**config.mk**
```make
export PLATFORM = sky130hd
export DESIGN_NAME = one_shot_scheduler_flat
export DESIGN_NICKNAME = d
export VERILOG_FILES = /design/src/rtl/one_shot_scheduler_if.sv /design/src/rtl/one_shot_scheduler.sv /design/src/flat_wrapper.sv
export SDC_FILE = /design/constraint.sdc
export NUM_CORES = 1
export LEC_CHECK = 0
export ABC_AREA = 1
export ABC_CLOCK_PERIOD_IN_PS = 2100
export CAP_MARGIN = 20
export CORE_AREA = 2 2 75 77
export DETAILED_ROUTE_END_ITERATION = 12
export DIE_AREA = 0 0 77 79
export PLACE_DENSITY = 0.78
export SLEW_MARGIN = 5
export SYNTH_ARGS = -nofsm -noshare
export SYNTH_HDL_FRONTEND = slang
export SYNTH_SLANG_ARGS = --single-unit
```
**constraint.sdc**
```tcl
create_clock -name clk -period 2.1 [get_ports clk]
set_input_delay 0.63 -clock clk [delete_from_list [all_inputs] [get_ports clk]]
set_output_delay 0.63 -clock clk [all_outputs]
set_load 0.02 [all_outputs]
```
**src/rtl/one_shot_scheduler_if.sv**
```systemverilog
// Purpose: bundles the requester side and the shared one_shot core side of the scheduler.
// Latency: none, wires only.
// Backpressure: requesters hold req high until their done pulse; there is no other flow control.
// Ports (signals): req/len from requesters, gnt/busy/done/err back to them,
//   os_data/os_load/os_trig to the shared core, os_out from the core.
//   master = surrounding logic (requesters + core), slave = the scheduler.
interface one_shot_scheduler_if #(
  parameter int N = 4,
  parameter int W = 8
);
  logic [N-1:0]   req;
  logic [N*W-1:0] len;
  logic [N-1:0]   gnt;
  logic           busy;
  logic [N-1:0]   done;
  logic           err;
  logic [W-1:0]   os_data;
  logic           os_load;
  logic           os_trig;
  logic           os_out;

  modport master (
    output req, len, os_out,
    input  gnt, busy, done, err, os_data, os_load, os_trig
  );

  modport slave (
    input  req, len, os_out,
    output gnt, busy, done, err, os_data, os_load, os_trig
  );
endinterface

```
**src/rtl/one_shot_scheduler.sv**
```systemverilog
// Purpose: round-robin sharing of one one_shot pulse core among N requesters; load, trigger, watch, report.
// Latency: req before edge k -> gnt/os_load at k+1, os_trig at k+2; done one cycle after os_out falls.
// Backpressure: one job at a time; other requesters wait with req held until granted.
// Ports: clk, rst (async, active-high); bus (one_shot_scheduler_if.slave):
//   req[N], len[N*W] in; gnt[N], busy, done[N], err out; os_data[W], os_load, os_trig out; os_out in.
// Optional: define ONE_SHOT_SCHED_GUARD_EN to insert GUARD idle cycles after every job.
module one_shot_scheduler #(
  parameter int N         = 4,
  parameter int W         = 8,
  parameter int START_TMO = 4,
  parameter int GUARD     = 2
) (
  input logic                  clk,
  input logic                  rst,
  one_shot_scheduler_if.slave  bus
);
  localparam int PW     = (N > 1) ? $clog2(N) : 1;
  localparam int TW     = W + 3;
  localparam int LO_TMO = (1 << W) + 4;
  localparam logic [N-1:0] ONE = {{(N-1){1'b0}}, 1'b1};

  typedef enum logic [2:0] {
    S_IDLE, S_LOAD, S_TRIG, S_WAIT_HI, S_WAIT_LO, S_DONE, S_DONE_ERR, S_GUARD
  } state_t;

  state_t         state;
  logic [PW-1:0]  ptr;
  logic [PW-1:0]  cur;
  logic [TW-1:0]  tmr;
  logic [TW-1:0]  tmr_inc;
  logic [N-1:0]   gnt_q;
  logic [N-1:0]   done_q;
  logic           busy_q;
  logic           err_q;
  logic [W-1:0]   os_data_q;
  logic           os_load_q;
  logic           os_trig_q;

  logic           pick_vld;
  logic [PW-1:0]  pick_idx;
  logic [PW:0]    cand;
  logic [PW-1:0]  ptr_next;

  assign bus.gnt     = gnt_q;
  assign bus.done    = done_q;
  assign bus.busy    = busy_q;
  assign bus.err     = err_q;
  assign bus.os_data = os_data_q;
  assign bus.os_load = os_load_q;
  assign bus.os_trig = os_trig_q;

  // Timers never actually wrap, but saturating keeps a stuck core from aliasing a timeout.
  assign tmr_inc  = (&tmr) ? tmr : tmr + 1'b1;
  assign ptr_next = (cur == PW'(N - 1)) ? '0 : cur + 1'b1;

  // First requester at or after ptr, wrapping modulo N.
  always_comb begin
    pick_vld = 1'b0;
    pick_idx = '0;
    cand     = '0;
    for (int k = 0; k < N; k++) begin
      cand = {1'b0, ptr} + (PW+1)'(k);
      if (cand >= (PW+1)'(N)) cand = cand - (PW+1)'(N);
      if (!pick_vld && bus.req[cand[PW-1:0]]) begin
        pick_vld = 1'b1;
        pick_idx = cand[PW-1:0];
      end
    end
  end

  always_ff @(posedge clk or posedge rst) begin
    if (rst) begin
      state     <= S_IDLE;
      ptr       <= '0;
      cur       <= '0;
      tmr       <= '0;
      gnt_q     <= '0;
      done_q    <= '0;
      busy_q    <= 1'b0;
      err_q     <= 1'b0;
      os_data_q <= '0;
      os_load_q <= 1'b0;
      os_trig_q <= 1'b0;
    end else begin
      // Strobes are single-cycle unless a transition below re-asserts them.
      os_load_q <= 1'b0;
      os_trig_q <= 1'b0;
      done_q    <= '0;
      err_q     <= 1'b0;
      case (state)
        S_IDLE: begin
          if (pick_vld) begin
            cur       <= pick_idx;
            gnt_q     <= ONE << pick_idx;
            os_data_q <= bus.len[pick_idx*W +: W];
            os_load_q <= 1'b1;
            busy_q    <= 1'b1;
            state     <= S_LOAD;
          end
        end
        S_LOAD: begin
          os_trig_q <= 1'b1;
          state     <= S_TRIG;
        end
        S_TRIG: begin
          tmr   <= '0;
          state <= S_WAIT_HI;
        end
        S_WAIT_HI: begin
          // os_out already high during TRIG is caught on the first WAIT_HI edge.
          if (bus.os_out) begin
            tmr   <= '0;
            state <= S_WAIT_LO;
          end else if (tmr == TW'(START_TMO - 1)) begin
            err_q <= 1'b1;
            gnt_q <= '0;
            state <= S_DONE_ERR;
          end else begin
            tmr <= tmr_inc;
          end
        end
        S_WAIT_LO: begin
          if (!bus.os_out) begin
            done_q <= ONE << cur;
            state  <= S_DONE;
          end else if (tmr == TW'(LO_TMO - 1)) begin
            err_q <= 1'b1;
            gnt_q <= '0;
            state <= S_DONE_ERR;
          end else begin
            tmr <= tmr_inc;
          end
        end
        S_DONE, S_DONE_ERR: begin
          gnt_q <= '0;
          ptr   <= ptr_next;
          tmr   <= '0;
`ifdef ONE_SHOT_SCHED_GUARD_EN
          state <= S_GUARD;
`else
          busy_q <= 1'b0;
          state  <= S_IDLE;
`endif
        end
`ifdef ONE_SHOT_SCHED_GUARD_EN
        S_GUARD: begin
          // Quiet period for the core: busy stays high, nothing is arbitrated.
          if (tmr == TW'(GUARD - 1)) begin
            busy_q <= 1'b0;
            state  <= S_IDLE;
          end else begin
            tmr <= tmr_inc;
          end
        end
`endif
        default: begin
          gnt_q  <= '0;
          busy_q <= 1'b0;
          state  <= S_IDLE;
        end
      endcase
    end
  end
endmodule
```
**src/flat_wrapper.sv**
```systemverilog
// flat-port wrapper written by rule: the top's interface ports become plain ports
module one_shot_scheduler_flat 
#(
  parameter int N         = 4,
  parameter int W         = 8,
  parameter int START_TMO = 4,
  parameter int GUARD     = 2
)
  (clk, rst, bus_req, bus_len, bus_os_out, bus_gnt, bus_busy, bus_done, bus_err, bus_os_data, bus_os_load, bus_os_trig);
  one_shot_scheduler_if #(.N(N), .W(W)) bus_i ();
  input logic clk;
  input logic rst;
  input wire logic [$bits(bus_i.req)-1:0] bus_req;
  input wire logic [$bits(bus_i.len)-1:0] bus_len;
  input wire logic [$bits(bus_i.os_out)-1:0] bus_os_out;
  output wire logic [$bits(bus_i.gnt)-1:0] bus_gnt;
  output wire logic [$bits(bus_i.busy)-1:0] bus_busy;
  output wire logic [$bits(bus_i.done)-1:0] bus_done;
  output wire logic [$bits(bus_i.err)-1:0] bus_err;
  output wire logic [$bits(bus_i.os_data)-1:0] bus_os_data;
  output wire logic [$bits(bus_i.os_load)-1:0] bus_os_load;
  output wire logic [$bits(bus_i.os_trig)-1:0] bus_os_trig;
  assign bus_i.req = bus_req;
  assign bus_i.len = bus_len;
  assign bus_i.os_out = bus_os_out;
  assign bus_gnt = bus_i.gnt;
  assign bus_busy = bus_i.busy;
  assign bus_done = bus_i.done;
  assign bus_err = bus_i.err;
  assign bus_os_data = bus_i.os_data;
  assign bus_os_load = bus_i.os_load;
  assign bus_os_trig = bus_i.os_trig;
  one_shot_scheduler #(.N(N), .W(W), .START_TMO(START_TMO), .GUARD(GUARD)) u_core (.clk(clk), .rst(rst), .bus(bus_i));
endmodule
```
## Yosys cells after proc, flatten, opt, wreduce, memory -nomap -nowiden

Index checks and enable logic that the tools add are counted.

| word-level totals | value |
|---|---|
| flip-flop bits (word level) | 38 |
| bits of input ports | 39 |
| output and inout bits | 20 |
| logic and storage cells | 120 |

| cells by class | value |
|---|---|
| add/sub/neg operators | 9 |
| magnitude comparators | 8 |
| equal/unequal tests | 18 |
| shifts and indexed selects | 3 |
| muxes and demuxes | 51 |
| bitwise logic cells | 2 |
| reductions and logical operators | 18 |

Operator list:

| kind | count |
|---|---|
| two-way mux 11 bit | 5 |
| case mux 11 bit (3 select lines) | 1 |
| variable part select 32 x 6 -> 8 bit | 1 |
| two-way mux 4 bit | 7 |
| two-way mux 2 bit | 9 |
| two-way mux 1 bit | 16 |
| case mux 4 bit (4 select lines) | 1 |
| two-way mux 3 bit | 5 |
| case mux 3 bit (5 select lines) | 1 |
| < comparator 2 x 3 -> 1 bit (second input constant) | 4 |
| adder 11 x 1 -> 11 bit (second input constant) | 1 |
| == test 11 x 2 -> 1 bit (second input constant) | 1 |
| == test 11 x 9 -> 1 bit (second input constant) | 1 |
| AND reduction 11 bit | 1 |
| == test 3 bit (second input constant) | 3 |
| greater-or-equal comparator 3 bit (second input constant) | 3 |
| binary-select mux 1 bit (select 2 bit) | 4 |
| << shifter 1 x 2 -> 4 bit (first input constant) | 2 |
| subtractor 2 x 1 -> 2 bit (second input constant) | 4 |
| adder 2 x 2 -> 3 bit (second input constant) | 2 |
| == test 3 x 2 -> 1 bit (second input constant) | 2 |
| != test 2 x 1 -> 1 bit (second input constant) | 3 |
| != test 2 bit (second input constant) | 3 |
| != test 3 x 2 -> 1 bit (second input constant) | 2 |
| other kinds (19) | 27 |

## Longest topological paths before layout

Gate-level depths: netlist (run 1).

| depth | value |
|---|---|
| word-level depth | 17 |
| mapped depth | 16 |
| mapped depth without buffers | 15 |

## Least setup slack after synthesis (run 1)

OpenSTA, ideal clock, no wires.

| timing path | value |
|---|---|
| path type | input -> register |
| start | input port bus_req[3] |
| end | register u_core.os_data_q[0] (netlist: u_core.bus.os_data[0]) |
| setup time | 116 ps |
| arrival | 1,761 ps |
| required time | 1,984 ps |
| setup slack | 223 ps |
| stages | 15 |
| path through | inv_1 nand2_1 nand3_1 nand2_2 nor2_4 nand3_2 nand2_4 nand2_8 buf_8 nand2_2 nand2_1 nand2_1 nand2_1 nand2_1 nand2_1 |

| on the way | value |
|---|---|
| cells in the longest elaborated chain, start to end | 13 |
| elaborated cells on any way between the ends | 24 |

RTL lines:

| what | line | RTL |
|---|---|---|
| from (decl) | flat_wrapper.sv:13 | `input wire logic [$bits(bus_i.req)-1:0] bus_req;` |
| binary-select mux 1 bit (select 2 bit) | one_shot_scheduler.sv:64 | `if (!pick_vld && bus.req[cand[PW-1:0]]) begin` |
| two-way mux 1 bit (not written as such) | one_shot_scheduler.sv:64 |  |
| two-way mux 1 bit | one_shot_scheduler.sv:64 |  |
| zero test 1 bit | one_shot_scheduler.sv:64 |  |
| logical AND 1 bit | one_shot_scheduler.sv:64 |  |
| two-way mux 1 bit | one_shot_scheduler.sv:64 |  |
| zero test 1 bit | one_shot_scheduler.sv:64 |  |
| logical AND 1 bit | one_shot_scheduler.sv:64 |  |
| two-way mux 1 bit | one_shot_scheduler.sv:64 |  |
| zero test 1 bit | one_shot_scheduler.sv:64 |  |
| logical AND 1 bit | one_shot_scheduler.sv:64 |  |
| two-way mux 2 bit / two-way mux 1 bit (equally long branches) | one_shot_scheduler.sv:64 |  |
| variable part select 32 x 6 -> 8 bit / AND reduction 2 bit (equally long branches) | n/a |  |
| to (signal assigned) | one_shot_scheduler.sv:95 | `os_data_q <= bus.len[pick_idx*W +: W];` |
| to (decl) | one_shot_scheduler.sv:35 | `logic [W-1:0] os_data_q;` |

Several ways; a longest one is shown, not always the timed one. The select of a mux whose other input is x is not followed.
A chain may end at the register's enable or synchronous reset.

## Worst setup path in the final report (run 1)

| timing path | value |
|---|---|
| start | register u_core.ptr[1] |
| end | register u_core.os_data_q[6] (netlist: u_core.bus.os_data[6]) |

| on the way | value |
|---|---|
| cells in the longest elaborated chain, start to end | 15 |
| elaborated cells on any way between the ends | 39 |

RTL lines:

| what | line | RTL |
|---|---|---|
| from (decl) | one_shot_scheduler.sv:27 | `logic [PW-1:0] ptr;` |
| from (signal assigned) | one_shot_scheduler.sv:136 | `ptr <= ptr_next;` |
| branches (longest 15 deep; another with adder 2 x 1 -> 3 bit) | n/a |  |

Parallel ways; which one is timed is not known. The select of a mux whose other input is x is not followed.

==> results.txt, run 1 <==
----------------------------------------------------
[Run status]
  Run status ... finished with violations
  Failing checks ... setup timing

[Cells and area]
  Final-layout fill cell count ... 406
  Number of nets in the final layout ... 518
  Most frequent cells in the layout ... sky130_fd_sc_hd__nand2_1 (149), sky130_fd_sc_hd__clkdlybuf4s50_1 (54), sky130_fd_sc_hd__dfrtp_1 (37)
  Most common library cell in the layout ignoring fill and taps ... sky130_fd_sc_hd__nand2_1
  Area growth from synthesis to final layout ... 48.2%
  Non-filler instance count after layout ... 547
  Share of post-route cells with drive strength above 1 ... 21.7%
  Number of antenna repair diodes ... 0

[Power and ir drop]
  Leakage ... 1.95 nW
  Worst voltage drop across the vdd grid ... 0.988 mV
  Pwr/cell area ... 1680 nW/um^2

[Worst setup path]
  Highest fanout seen on the critical path ... 6
  Crit Path Class ... register to register
  Critical Path RT ... 2330 ps
  Cell chain of the critical path ... inv_2 -> nand2_1 -> nand2_2 -> nand2_2 -> nand2_2 -> nor2_4 -> buf_6 -> nand2_4 -> nor2_4 -> o21bai_2 -> nand2_1 -> nand2_1 -> nand2_1 -> nand2_1
  Slowest-stage cell, CP ... sky130_fd_sc_hd__dfrtp_1
  Cell class contributing the biggest share of worst-path delay ... simple AND/OR/NAND/NOR gates
  Setup slack on the worst flop-to-flop path ... -7 ps
  Endpoint type of the worst setup path ... register
  Startpoint kind of the worst setup timing path ... register
  Data arrival time at the worst-slack endpoint ... 2340 ps
  CP most frequent cell ... sky130_fd_sc_hd__nand2_1
  Longest individual stage delay on the worst path ... 500 ps
  Buf+Inv Stages, Crit Path ... 2

[Drt]
  Post-route DRC violation count ... 0
  Iteration-0 DRC Markers ... 207
  Drt first pass iters ... 4
  Final ANT Viol Nets ... 0
  Detailed-route wire length ... 7.41 mm
  Avg WL per Cell ... 13.5 um
  Per-cell via count in the routed design ... 5.14
  Routed via count ... 2,810

[Worst hold path]
  Worst min path class ... register to register

[Yosys]
  Leading area contributor after synthesis ... sky130_fd_sc_hd__dfrtp_1
  Netlist Area Pre-Place ... 2580 um^2
  Post-synth top area share ... 36.9%
  Total nets after synthesis ... 422
  Synth Register Bits ... 38
  Syn Inst Count ... 378
  Distinct cell type count after synthesis ... 30
  Post-Syn Area per Cell ... 6.82 um^2
  Number of warnings printed during yosys synthesis ... 0
  Sequential area share after synthesis ... 36.9%
  Most area-consuming cells after synthesis ... sky130_fd_sc_hd__dfrtp_1 (37%), sky130_fd_sc_hd__nand2_1 (23%), sky130_fd_sc_hd__nand3_1 (5.8%), sky130_fd_sc_hd__inv_1 (5.0%), sky130_fd_sc_hd__o21ai_0 (4.5%)

[Global routing]
  Overall Global Routing Usage ... 23.3%
  Largest net degree at the start of global routing ... 39
  First-pass GRT wire length ... 11.5 mm
  GR Overflow Total ... 0
  Antenna violations before repair ... 0
  Vias in the first global route ... 2,644

[STA]
  Worst slew margin relative to its limit ... 66.4%
  Worst slew pin tran ... 499 ps
  Worst clock skew ... 7.30 ps
  Minimum clock period after layout ... 2110 ps
  Worst setup slack after layout ... -6.95 ps
  Max-slew violation count ... 0
  Worst hold slack across all endpoints ... 495 ps
  FMAX ... 0.475 GHz
  Share of the clock period used by the worst path ... 100%
  Hold Fails Final Rpt ... 0
  Final number of setup-violating endpoints ... 1

[Placed design]
  Weighted congestion at the end of routability-driven global placement ... 0.881
  Number of buffers inserted by port buffering ... 58
  Final HPWL DP ... 4.84 mm
  Cell count after placement ... 520

[Die]
  Number of top-level pins ... 59
  Die Area ... 6080 um^2
  Overall die height ... 79 um
  Standard-cell row count ... 27
  Starting density of the core ... 48.3%
  Die Wd ... 77 um
  Floorplan Core Area ... 5340 um^2

[Clocking]
  CTS Hold Buffers Added ... 0
  Root buffer selected by CTS ... sky130_fd_sc_hd__clkbuf_8
  Number of levels in the clock H-tree ... 2
  Clock latency on the worst-skew pair ... 290 ps
  Clock tree from TritonCTS ... yes
  Inserted Clock Buffers ... 5
  Number of clock sinks seen by CTS ... 38
  Clock buffer depth ... 2
  Clock slew at the register clock pins of the worst setup and hold paths ... 80 ps

[Flow run]
  Max-cap check violation count ... 0

----------------------------------------------------
==> synthesized netlist by cell type, drive strengths merged <==
library cell	instances
dfrtp	38
nand4	7
a21oi	3
nor3	4
xnor2	1
ha	5
nand3	33
o21bai	1
o21ai	29
buf	7
inv	39
nor2	29
xor2	4
clkbuf	1
o21a	1
nand2	174
o31ai	2
==> final cells by class <==
class                   count  area (um^2)  share of cell area, %
inverters                  39          151                   3.96
clock inverters             3         68.8                   1.80
clock buffers               5         68.8                   1.80
repair buffers             93          926                   24.2
flip-flops and latches     38          952                   24.9
well taps                  72         90.1                   2.36
multi-input cells         297         1560                   40.9
==> worst min-delay path, cell delays in order (launching register included) <==
cell and delay, ps:
sky130_fd_sc_hd__dfrtp_1 350, sky130_fd_sc_hd__nand2_1 50, sky130_fd_sc_hd__nand2_1 60
==> worst paths after layout <==
kind / startpoint / end / depth (start not counted)
worst max-delay path: u_core.ptr[1] / u_core.bus.os_data[6] / 14
max in group asynchronous: rst / u_core.ptr[0] / 3
worst max register to register: u_core.ptr[1] / u_core.bus.os_data[6] / 14
worst min-delay path: u_core.bus.os_data[4] / u_core.bus.os_data[4] / 2
worst min register to register: u_core.bus.os_data[4] / u_core.bus.os_data[4] / 2
min in group asynchronous: rst / u_core.bus.os_data[0] / 3
==> state kept, by name, indices dropped and copies added (netlist names), 2 cells and up <==
register	count
u_core.bus.gnt	4
u_core.tmr	11
u_core.bus.done	4
u_core.ptr	2
u_core.bus.os_data	8
u_core.cur	2
u_core.state	3
==> power by group <==
group | switching, mW | internal [mW] | total (mW) | leakage (nW)
Clock | 0.272 | 0.476 | 0.748 | 0.0683
Sequential | 0.206 | 0.955 | 1.16 | 0.496
Combinational | 2.63 | 1.88 | 4.51 | 1.39
==> through the flow <==
stage	setup slack [ps]	instance area [um^2]	power (mW)	utilization (%)	setup TNS (ps)
6_report	-6.95	3820	6.42	71.6	-6.95
5_1_grt	-95.4	3820	6.93	71.6	-1140
4_1_cts	1.43	3530	5.47	66.2	0
3_5_place_dp	-360	3340	4.59	62.7	-5700
3_3_place_gp	-297	3340	4.52	62.7	-4680
2_1_floorplan	223	2580	3.61	-	0
==> per-layer routing <==
metal | up-vias | global-route usage, % | wire, um
met5 | - | 0 | 0
met1 | 1268 | 30.5 | 3150
li1 | 1387 | - | -
met3 | 18 | 3.18 | 481
met4 | 0 | 8.39 | 128
met2 | 137 | 39.7 | 3640
==> cell families (layout without fill, tap and decap cells) <==
| kind of cell | Yosys count | in the layout | synth area share [%] |
|---|---|---|---|
| simple gates | 247 | 250 | 42.8 |
| buf+inv | 47 | 140 | 8.25 |
| flops | 38 | 38 | 36.9 |
| compound gates | 36 | 37 | 7.96 |
| fa+ha+maj | 5 | 5 | 2.43 |
| xor+xnor | 5 | 5 | 1.70 |
==> timing repair <==
item                                    4_1_cts  5_1_grt
resized for setup                             4       52
endpoints found under the setup margin       10       20
buffers inserted                              3       12
pin swaps                                     5       19
cloned                                        0        5
(Power assumes the default switching activity.)
==> run 2: changes to the inputs <==
--- a/config.mk
+++ b/config.mk
@@ -12,6 +12,7 @@
 export DETAILED_ROUTE_END_ITERATION = 12
 export DIE_AREA = 0 0 77 79
 export PLACE_DENSITY = 0.78
+export SETUP_SLACK_MARGIN = 0.2
 export SLEW_MARGIN = 5
 export SYNTH_ARGS = -nofsm -noshare
 export SYNTH_HDL_FRONTEND = slang
==> run 2 against run 1 <==
- the flow now finishes without violations
- clock power increased by 0.9%
- setup slack better by 100 ps
- first-iteration DRC count fell by 29%
- largest cell class unchanged
- critical path type is now input port to register
- register-to-register slack gained 120 ps
==> results.txt, run 2 (same netlist as run 1, synthesis figures left out) <==
----------------------------------------------------
[Placed design]
  Final HPWL DP ... 4.84 mm (unchanged)
  Weighted congestion at the end of routability-driven global placement ... 0.881 (unchanged)
  Number of buffers inserted by port buffering ... 58 (unchanged)
  Cell count after placement ... 520 (unchanged)
  Area after detailed placement ... 3340 um^2 (unchanged)
  Worst slack after detailed placement ... -360 ps (unchanged)

[Worst setup path]
  CP most frequent cell ... sky130_fd_sc_hd__nand2_1
  Crit Path Class ... input port to register
  Worst R2R Path Depth ... 16 (+2)
  Critical Path RT ... 2340 ps (about the same)
  Endpoint type of the worst setup path ... register
  Cell class contributing the biggest share of worst-path delay ... simple AND/OR/NAND/NOR gates
  Highest fanout seen on the critical path ... 8 (+2)
  Reg-to-reg endpoint ... u_core.bus.os_data[3]
  Startpoint kind of the worst setup timing path ... input port
  Slowest-stage cell, CP ... sky130_fd_sc_hd__dlygate4sd2_1
  Buf+Inv Stages, Crit Path ... 4 (+2)
  Crit Reg-Reg Startpoint ... u_core.ptr[0]
  Setup slack on the worst flop-to-flop path ... 110 ps (+120 ps)
  Cell chain of the critical path ... dlygate4sd2_1 -> inv_1 -> nand2_2 -> nand3_2 -> nand2_4 -> nor2_4 -> nand3_2 -> nand2_4 -> buf_12 -> buf_12 -> nand3_1 -> nand2_1 -> nand2_1 -> nand2_1 -> nand2_1 -> nand2_1
  Data arrival time at the worst-slack endpoint ... 2250 ps (-90 ps)
  Longest individual stage delay on the worst path ... 260 ps (-240 ps)

[Cells and area]
  Non-filler instance count after layout ... 549 (+0.37%)
  Number of nets in the final layout ... 520 (+0.39%)
  Register bank with the most flops ... u_core.tmr
  Area growth from synthesis to final layout ... 50.3%
  Final-layout fill cell count ... 406 (unchanged)
  Share of post-route cells with drive strength above 1 ... 25.6% (+3.9 points)
  Flip-flop count of the largest register after layout ... 11 (unchanged)
  Number of antenna repair diodes ... 0 (unchanged)
  Most common library cell in the layout ignoring fill and taps ... sky130_fd_sc_hd__nand2_1
  Most frequent cells in the layout ... sky130_fd_sc_hd__nand2_1 (137), sky130_fd_sc_hd__clkdlybuf4s50_1 (40), sky130_fd_sc_hd__dfrtp_1 (36)
  Utilization of the core after routing ... 72.6% (+1.0 points)
  Post-route design area ... 3870 um^2 (+1.4%)

[Worst hold path]
  Startpoint of the lowest-slack hold path ... u_core.bus.os_data[4]
  Hold Path Sink ... u_core.bus.os_data[4]
  Hold Crit Depth ... 2 (unchanged)
  Worst min path class ... register to register

[Drt]
  Iteration-0 DRC Markers ... 146 (-29%)
  Drt first pass iters ... 5 (+1)
  Routed via count ... 2,796 (-0.50%)
  Post-route DRC violation count ... 0 (unchanged)
  Per-cell via count in the routed design ... 5.09 (-0.86%)
  Detailed-route wire length ... 7.32 mm (-1.2%)
  Avg WL per Cell ... 13.3 um (-1.5%)
  Final ANT Viol Nets ... 0 (unchanged)

[Power and ir drop]
  Relative contribution of sequential cells to total power ... 18.5% (+0.4 points)
  Pwr/cell area ... 1640 nW/um^2 (-2.3%)
  Worst voltage drop across the vdd grid ... 0.956 mV (-3.3%)
  Net Switching ... 3.02 mW (-3.0%)
  Final Power ... 6.36 mW (-0.87%)
  Clk pwr share ... 11.9% (+0.2 points)
  Switching part of the total ... 47.4% (-1.1 points)
  Leakage ... 2.02 nW (+3.5%)
  Gate power share ... 69.6% (-0.7 points)
  Design internal power ... 3.35 mW (+1.2%)

[Die]
  Number of top-level pins ... 59 (unchanged)
  Standard-cell row count ... 27 (unchanged)
  Die Area ... 6080 um^2 (unchanged)
  Starting density of the core ... 48.3% (unchanged)
  Overall die height ... 79 um (unchanged)
  Die Wd ... 77 um (unchanged)
  Floorplan Core Area ... 5340 um^2 (unchanged)

[Global routing]
  GR Overflow Total ... 0 (unchanged)
  First-pass GRT wire length ... 12.4 mm (+8.0%)
  Largest net degree at the start of global routing ... 39 (unchanged)
  Overall Global Routing Usage ... 25.4% (+2.1 points)
  Antenna violations before repair ... 0 (unchanged)
  Vias in the first global route ... 2,770 (+4.8%)

[Clocking]
  Number of levels in the clock H-tree ... 2 (unchanged)
  Clock buffer depth ... 2 (unchanged)
  Root buffer selected by CTS ... sky130_fd_sc_hd__clkbuf_8
  Number of clock sinks seen by CTS ... 38 (unchanged)
  Inserted Clock Buffers ... 5 (unchanged)
  Clock tree from TritonCTS ... yes
  Clock latency on the worst-skew pair ... 300 ps (about the same)
  Clock slew at the register clock pins of the worst setup and hold paths ... 80 ps (about the same)

[STA]
  Worst setup slack after layout ... 96.1 ps (+103 ps)
  RSZ-0062 raised after global routing ... true
  Worst hold slack across all endpoints ... 490 ps (-5.15 ps)
  Final number of setup-violating endpoints ... 0 (-1)
  FMAX ... 0.499 GHz (+5.1%)
  Minimum clock period after layout ... 2000 ps (-103 ps)
  Worst slew pin tran ... 470 ps (-29.5 ps)
  Worst slew margin relative to its limit ... 68.4% (+2.0 points)
  Hold Fails Final Rpt ... 0 (unchanged)
  Worst clock skew ... 11.4 ps (+4.15 ps)
  Share of the clock period used by the worst path ... 95.4% (-4.9 points)
  Total negative setup slack ... 0 ps (+6.95 ps)
  Max-slew violation count ... 0 (unchanged)

[Flow run]
  Max-cap check violation count ... 0 (unchanged)

[Run status]
  Run status ... complete, no violations

----------------------------------------------------
## run 2: changes by cell type in the layout (fill, tap and decap cells not counted), moves of 3 or more
cell,change
sky130_fd_sc_hd__nor2_4,-4
sky130_fd_sc_hd__nor2_2,+5
sky130_fd_sc_hd__clkdlybuf4s50_1,-14
sky130_fd_sc_hd__nand2_2,+13
sky130_fd_sc_hd__dlygate4sd2_1,+12
sky130_fd_sc_hd__nand3_2,+3
sky130_fd_sc_hd__nand2_1,-12
## run 2: layout make-up
| class | count | area (um^2) | share of cell area [%] |
|---|---|---|---|
| flip-flops and latches | 38 | 953 | 24.6 |
| clock buffers | 5 | 68.8 | 1.78 |
| repair buffers | 98 | 966 | 24.9 |
| well taps | 72 | 90.1 | 2.32 |
| multi-input cells | 294 | 1570 | 40.6 |
| clock inverters | 3 | 68.8 | 1.78 |
| inverters | 39 | 154 | 3.97 |
## run 2: power by group through the flow
stage	clock network, mW	logic [mW]	registers, mW
global route	0.801	4.85	1.21
global placement	0	3.36	1.16
detailed placement	0	3.43	1.16
CTS	0.762	4.14	1.15
finish	0.755	4.43	1.18
floorplan	0	2.37	1.24
## run 2: metal layers
metal  part of all wire [%]  vias up  global-route usage, %
met5                      0        -                      0
met4                    2.0        0                   8.57
met3                    5.5       19                   3.18
met2                     49      127                   44.6
met1                     43     1262                   32.5
li1                       -     1388                      -
## run 2: what timing repair did
action | 4_1_cts | 5_1_grt
setup buffers | 12 | 6
cloned | 3 | 0
pin swaps | 25 | 13
resized for setup | 53 | 32
endpoints found under the setup margin | 32 | 34
hold buffers | 0 | 0
## run 2: worst min-delay path, delay by kind of cell (launching register included)
kind             cells  cell delay (ps)
flip-flops           1              350
AND/OR/NAND/NOR      2              110
## run 2: how the worst max path moves through the flow
stage                             to  slack, ps  cells past startpoint          start
5_1_grt        u_core.bus.os_data[3]        -40                     16  u_core.ptr[0]
3_3_place_gp   u_core.bus.os_data[5]       -300                     16     bus_req[3]
2_1_floorplan  u_core.bus.os_data[0]        220                     15     bus_req[3]
4_1_cts        u_core.bus.os_data[3]        170                     16  u_core.ptr[0]
3_5_place_dp   u_core.bus.os_data[3]       -360                     15     bus_req[3]
6_report       u_core.bus.os_data[3]        100                     16     bus_req[3]
==> run 3: changes to the inputs <==
--- a/config.mk
+++ b/config.mk
@@ -11,6 +11,7 @@
 export CORE_AREA = 2 2 75 77
 export DETAILED_ROUTE_END_ITERATION = 12
 export DIE_AREA = 0 0 77 79
+export MAX_ROUTING_LAYER = met4
 export PLACE_DENSITY = 0.78
 export SETUP_SLACK_MARGIN = 0.2
 export SLEW_MARGIN = 5
==> run 3 against run 2 <==
- core utilization increased by 1.2 points
- clock-buffer cell count increased by 1
- register-to-register slack got worse by 60 ps
- clock skew decreased by 5.8 ps
- sequential power about the same
- clock power increased by 2%
- global-route usage increased by 2.3 points
- cell count increased by 1.5%
- critical path depth decreased by 3
- highest routed layer unchanged
==> results.txt, run 3 (same netlist as run 1, synthesis figures left out) <==
----------------------------------------------------
[Run status]
  Run status ... complete, no violations

[Placed design]
  Number of buffers inserted by port buffering ... 58 (unchanged)
  Area after detailed placement ... 3330 um^2 (-0.45%)
  Worst slack after detailed placement ... -462 ps (-102 ps)
  Final HPWL DP ... 4.92 mm (+1.7%)
  Weighted congestion at the end of routability-driven global placement ... 0.896 (+1.8%)

[Worst setup path]
  Worst R2R Path Depth ... 13 (-3)
  Reg-to-reg endpoint ... u_core.bus.os_data[7]
  Worst setup path startpoint ... u_core.ptr[0]
  Buf+Inv Stages, Crit Path ... 2 (-2)
  Highest fanout seen on the critical path ... 8 (unchanged)
  Slowest-stage cell, CP ... sky130_fd_sc_hd__dfrtp_2
  Crit Reg-Reg Startpoint ... u_core.ptr[0]
  Cell depth of the worst setup path ... 13 (-3)
  Startpoint kind of the worst setup timing path ... register
  Crit Path Class ... register to register
  Longest individual stage delay on the worst path ... 490 ps (+230 ps)
  Critical Path RT ... 2330 ps (about the same)
  Data arrival time at the worst-slack endpoint ... 2290 ps (+40 ps)
  Setup slack on the worst flop-to-flop path ... 50 ps (-60 ps)
  Termination of the worst setup path ... u_core.bus.os_data[7]
  CP most frequent cell ... sky130_fd_sc_hd__nand2_2
  Endpoint type of the worst setup path ... register
  Cell chain of the critical path ... buf_6 -> nand2_2 -> nand2_2 -> nand2_2 -> nand2_2 -> nor2_4 -> nand2_1 -> nor2_1 -> nand3_2 -> nand4_4 -> buf_4 -> nand2_1 -> nand2_1
  Cell class contributing the biggest share of worst-path delay ... simple AND/OR/NAND/NOR gates

[Global routing]
  Antenna violations before repair ... 0 (unchanged)
  First-pass GRT wire length ... 13.1 mm (+5.9%)
  GR Overflow Total ... 0 (unchanged)
  Largest net degree at the start of global routing ... 39 (unchanged)
  Overall Global Routing Usage ... 27.7% (+2.3 points)
  Vias in the first global route ... 2,878 (+3.9%)

[Power and ir drop]
  Leakage ... 2.04 nW (+1.0%)
  Clk pwr share ... 11.2% (-0.7 points)
  Relative contribution of sequential cells to total power ... 17.0% (-1.5 points)
  Final Power ... 6.88 mW (+8.2%)
  Switching part of the total ... 48.9% (+1.4 points)
  Net Switching ... 3.36 mW (+11%)
  Design internal power ... 3.52 mW (+5.2%)
  Worst voltage drop across the vdd grid ... 1.16 mV (+21%)
  Pwr/cell area ... 1750 nW/um^2 (+6.4%)
  Gate power share ... 71.8% (+2.2 points)

[Cells and area]
  Register bank with the most flops ... u_core.tmr
  Most frequent cells in the layout ... sky130_fd_sc_hd__nand2_1 (138), sky130_fd_sc_hd__clkdlybuf4s50_1 (40), sky130_fd_sc_hd__dfrtp_1 (36)
  Area growth from synthesis to final layout ... 52.9%
  Flip-flop count of the largest register after layout ... 11 (unchanged)
  Most common library cell in the layout ignoring fill and taps ... sky130_fd_sc_hd__nand2_1
  Utilization of the core after routing ... 73.8% (+1.2 points)
  Number of nets in the final layout ... 528 (+1.5%)
  Share of post-route cells with drive strength above 1 ... 26.4% (+0.82 points)
  Post-route design area ... 3940 um^2 (+1.7%)
  Final-layout fill cell count ... 396 (-2.5%)
  Number of antenna repair diodes ... 0 (unchanged)

[STA]
  Share of the clock period used by the worst path ... 97.8% (+2.3 points)
  Final number of setup-violating endpoints ... 0 (unchanged)
  Worst slew pin tran ... 482 ps (+12.8 ps)
  Worst setup slack after layout ... 47.1 ps (-49.1 ps)
  Worst hold slack across all endpoints ... 500 ps (+10.7 ps)
  Max-slew violation count ... 0 (unchanged)
  Minimum clock period after layout ... 2050 ps (+49.1 ps)
  RSZ-0062 raised after global routing ... true
  FMAX ... 0.487 GHz (-2.4%)
  Hold Fails Final Rpt ... 0 (unchanged)
  Worst clock skew ... 5.61 ps (-5.84 ps)
  Worst slew margin relative to its limit ... 67.8% (-0.52 points)

[Clocking]
  Clock latency on the worst-skew pair ... 290 ps (about the same)
  Clock slew at the register clock pins of the worst setup and hold paths ... 80 ps (about the same)
  Clock buffer depth ... 2 (unchanged)
  Root buffer selected by CTS ... sky130_fd_sc_hd__clkbuf_8
  Number of clock sinks seen by CTS ... 38 (unchanged)
  Inserted Clock Buffers ... 5 (unchanged)
  Clock tree from TritonCTS ... yes
  Number of levels in the clock H-tree ... 2 (unchanged)
  CTS Hold Buffers Added ... 0 (unchanged)

[Drt]
  Per-cell via count in the routed design ... 5.42 (+6.4%)
  Drt first pass iters ... 5 (unchanged)
  Iteration-0 DRC Markers ... 289 (+98%)
  Routed via count ... 3,019 (+8.0%)
  Detailed-route wire length ... 8.24 mm (+13%)
  Avg WL per Cell ... 14.8 um (+11%)
  Final ANT Viol Nets ... 0 (unchanged)
  Post-route DRC violation count ... 0 (unchanged)

[Flow run]
  Max-cap check violation count ... 0 (unchanged)

[Die]
  Floorplan Core Area ... 5340 um^2 (unchanged)
  Number of top-level pins ... 59 (unchanged)
  Starting density of the core ... 48.3% (unchanged)
  Die Area ... 6080 um^2 (unchanged)
  Die Wd ... 77 um (unchanged)
  Overall die height ... 79 um (unchanged)
  Standard-cell row count ... 27 (unchanged)

[Worst hold path]
  Worst min path class ... register to register

----------------------------------------------------
## run 3: area by class of cell
cell class / count / area (um^2) / area share, %
clock inverters: 2 / 60.1 / 1.52
inverters: 39 / 149 / 3.78
repair buffers: 101 / 982 / 24.9
clock buffers: 6 / 82.6 / 2.10
well taps: 72 / 90.1 / 2.29
multi-input cells: 299 / 1620 / 41.2
flip-flops and latches: 38 / 953 / 24.2
## run 3: through the flow
| stage | setup TNS (ps) | cells |
|---|---|---|
| 3_5_place_dp | -6820 | 518 |
| 6_report | 0 | 557 |
| 3_3_place_gp | -5240 | 518 |
| 4_1_cts | 0 | 545 |
| 2_1_floorplan | 0 | 378 |
| 5_1_grt | -87.5 | 557 |
## run 3: metal layers
layer  GRT usage [%]  vias to the layer above  part of all wire, %
met3            4.20                       47                  6.8
met2            49.5                      179                   49
met1            31.3                     1377                   39
met5               -                        -                    0
li1                -                     1416                    -
met4            11.3                        0                  4.8
## run 3: how the worst min path moves through the flow
stage,from,end,cells after the start
4_1_cts,u_core.bus.os_data[1],u_core.bus.os_data[1],2
3_5_place_dp,u_core.bus.os_data[1],u_core.bus.os_data[1],2
5_1_grt,u_core.bus.os_data[0],u_core.bus.os_data[0],2
2_1_floorplan,u_core.state[1],u_core.bus.os_trig,1
3_3_place_gp,u_core.bus.os_data[0],u_core.bus.os_data[0],2
6_report,u_core.bus.os_data[3],u_core.bus.os_data[3],2
## run 3: tightest hold or removal path, delay by kind of cell (launching register included)
family	cells	cell delay, ps
flops	1	360
simple gates	2	120
## run 3: repair_timing
item                       in CTS  in global routing
setup endpoints to repair      33                 31
pin swaps                      26                 17
setup buffers                  13                 11
gates resized for setup        51                 36
cloned                          6                  1
## run 3: power groups by stage
stage / Sequential, mW / Combinational, mW / Clock [mW]
final: 1.17 / 4.94 / 0.770
after global routing: 1.19 / 5.32 / 0.809
after CTS: 1.16 / 4.35 / 0.777
after detailed placement: 1.16 / 3.42 / 0
after global placement: 1.16 / 3.31 / 0
after floorplan: 1.24 / 2.37 / 0
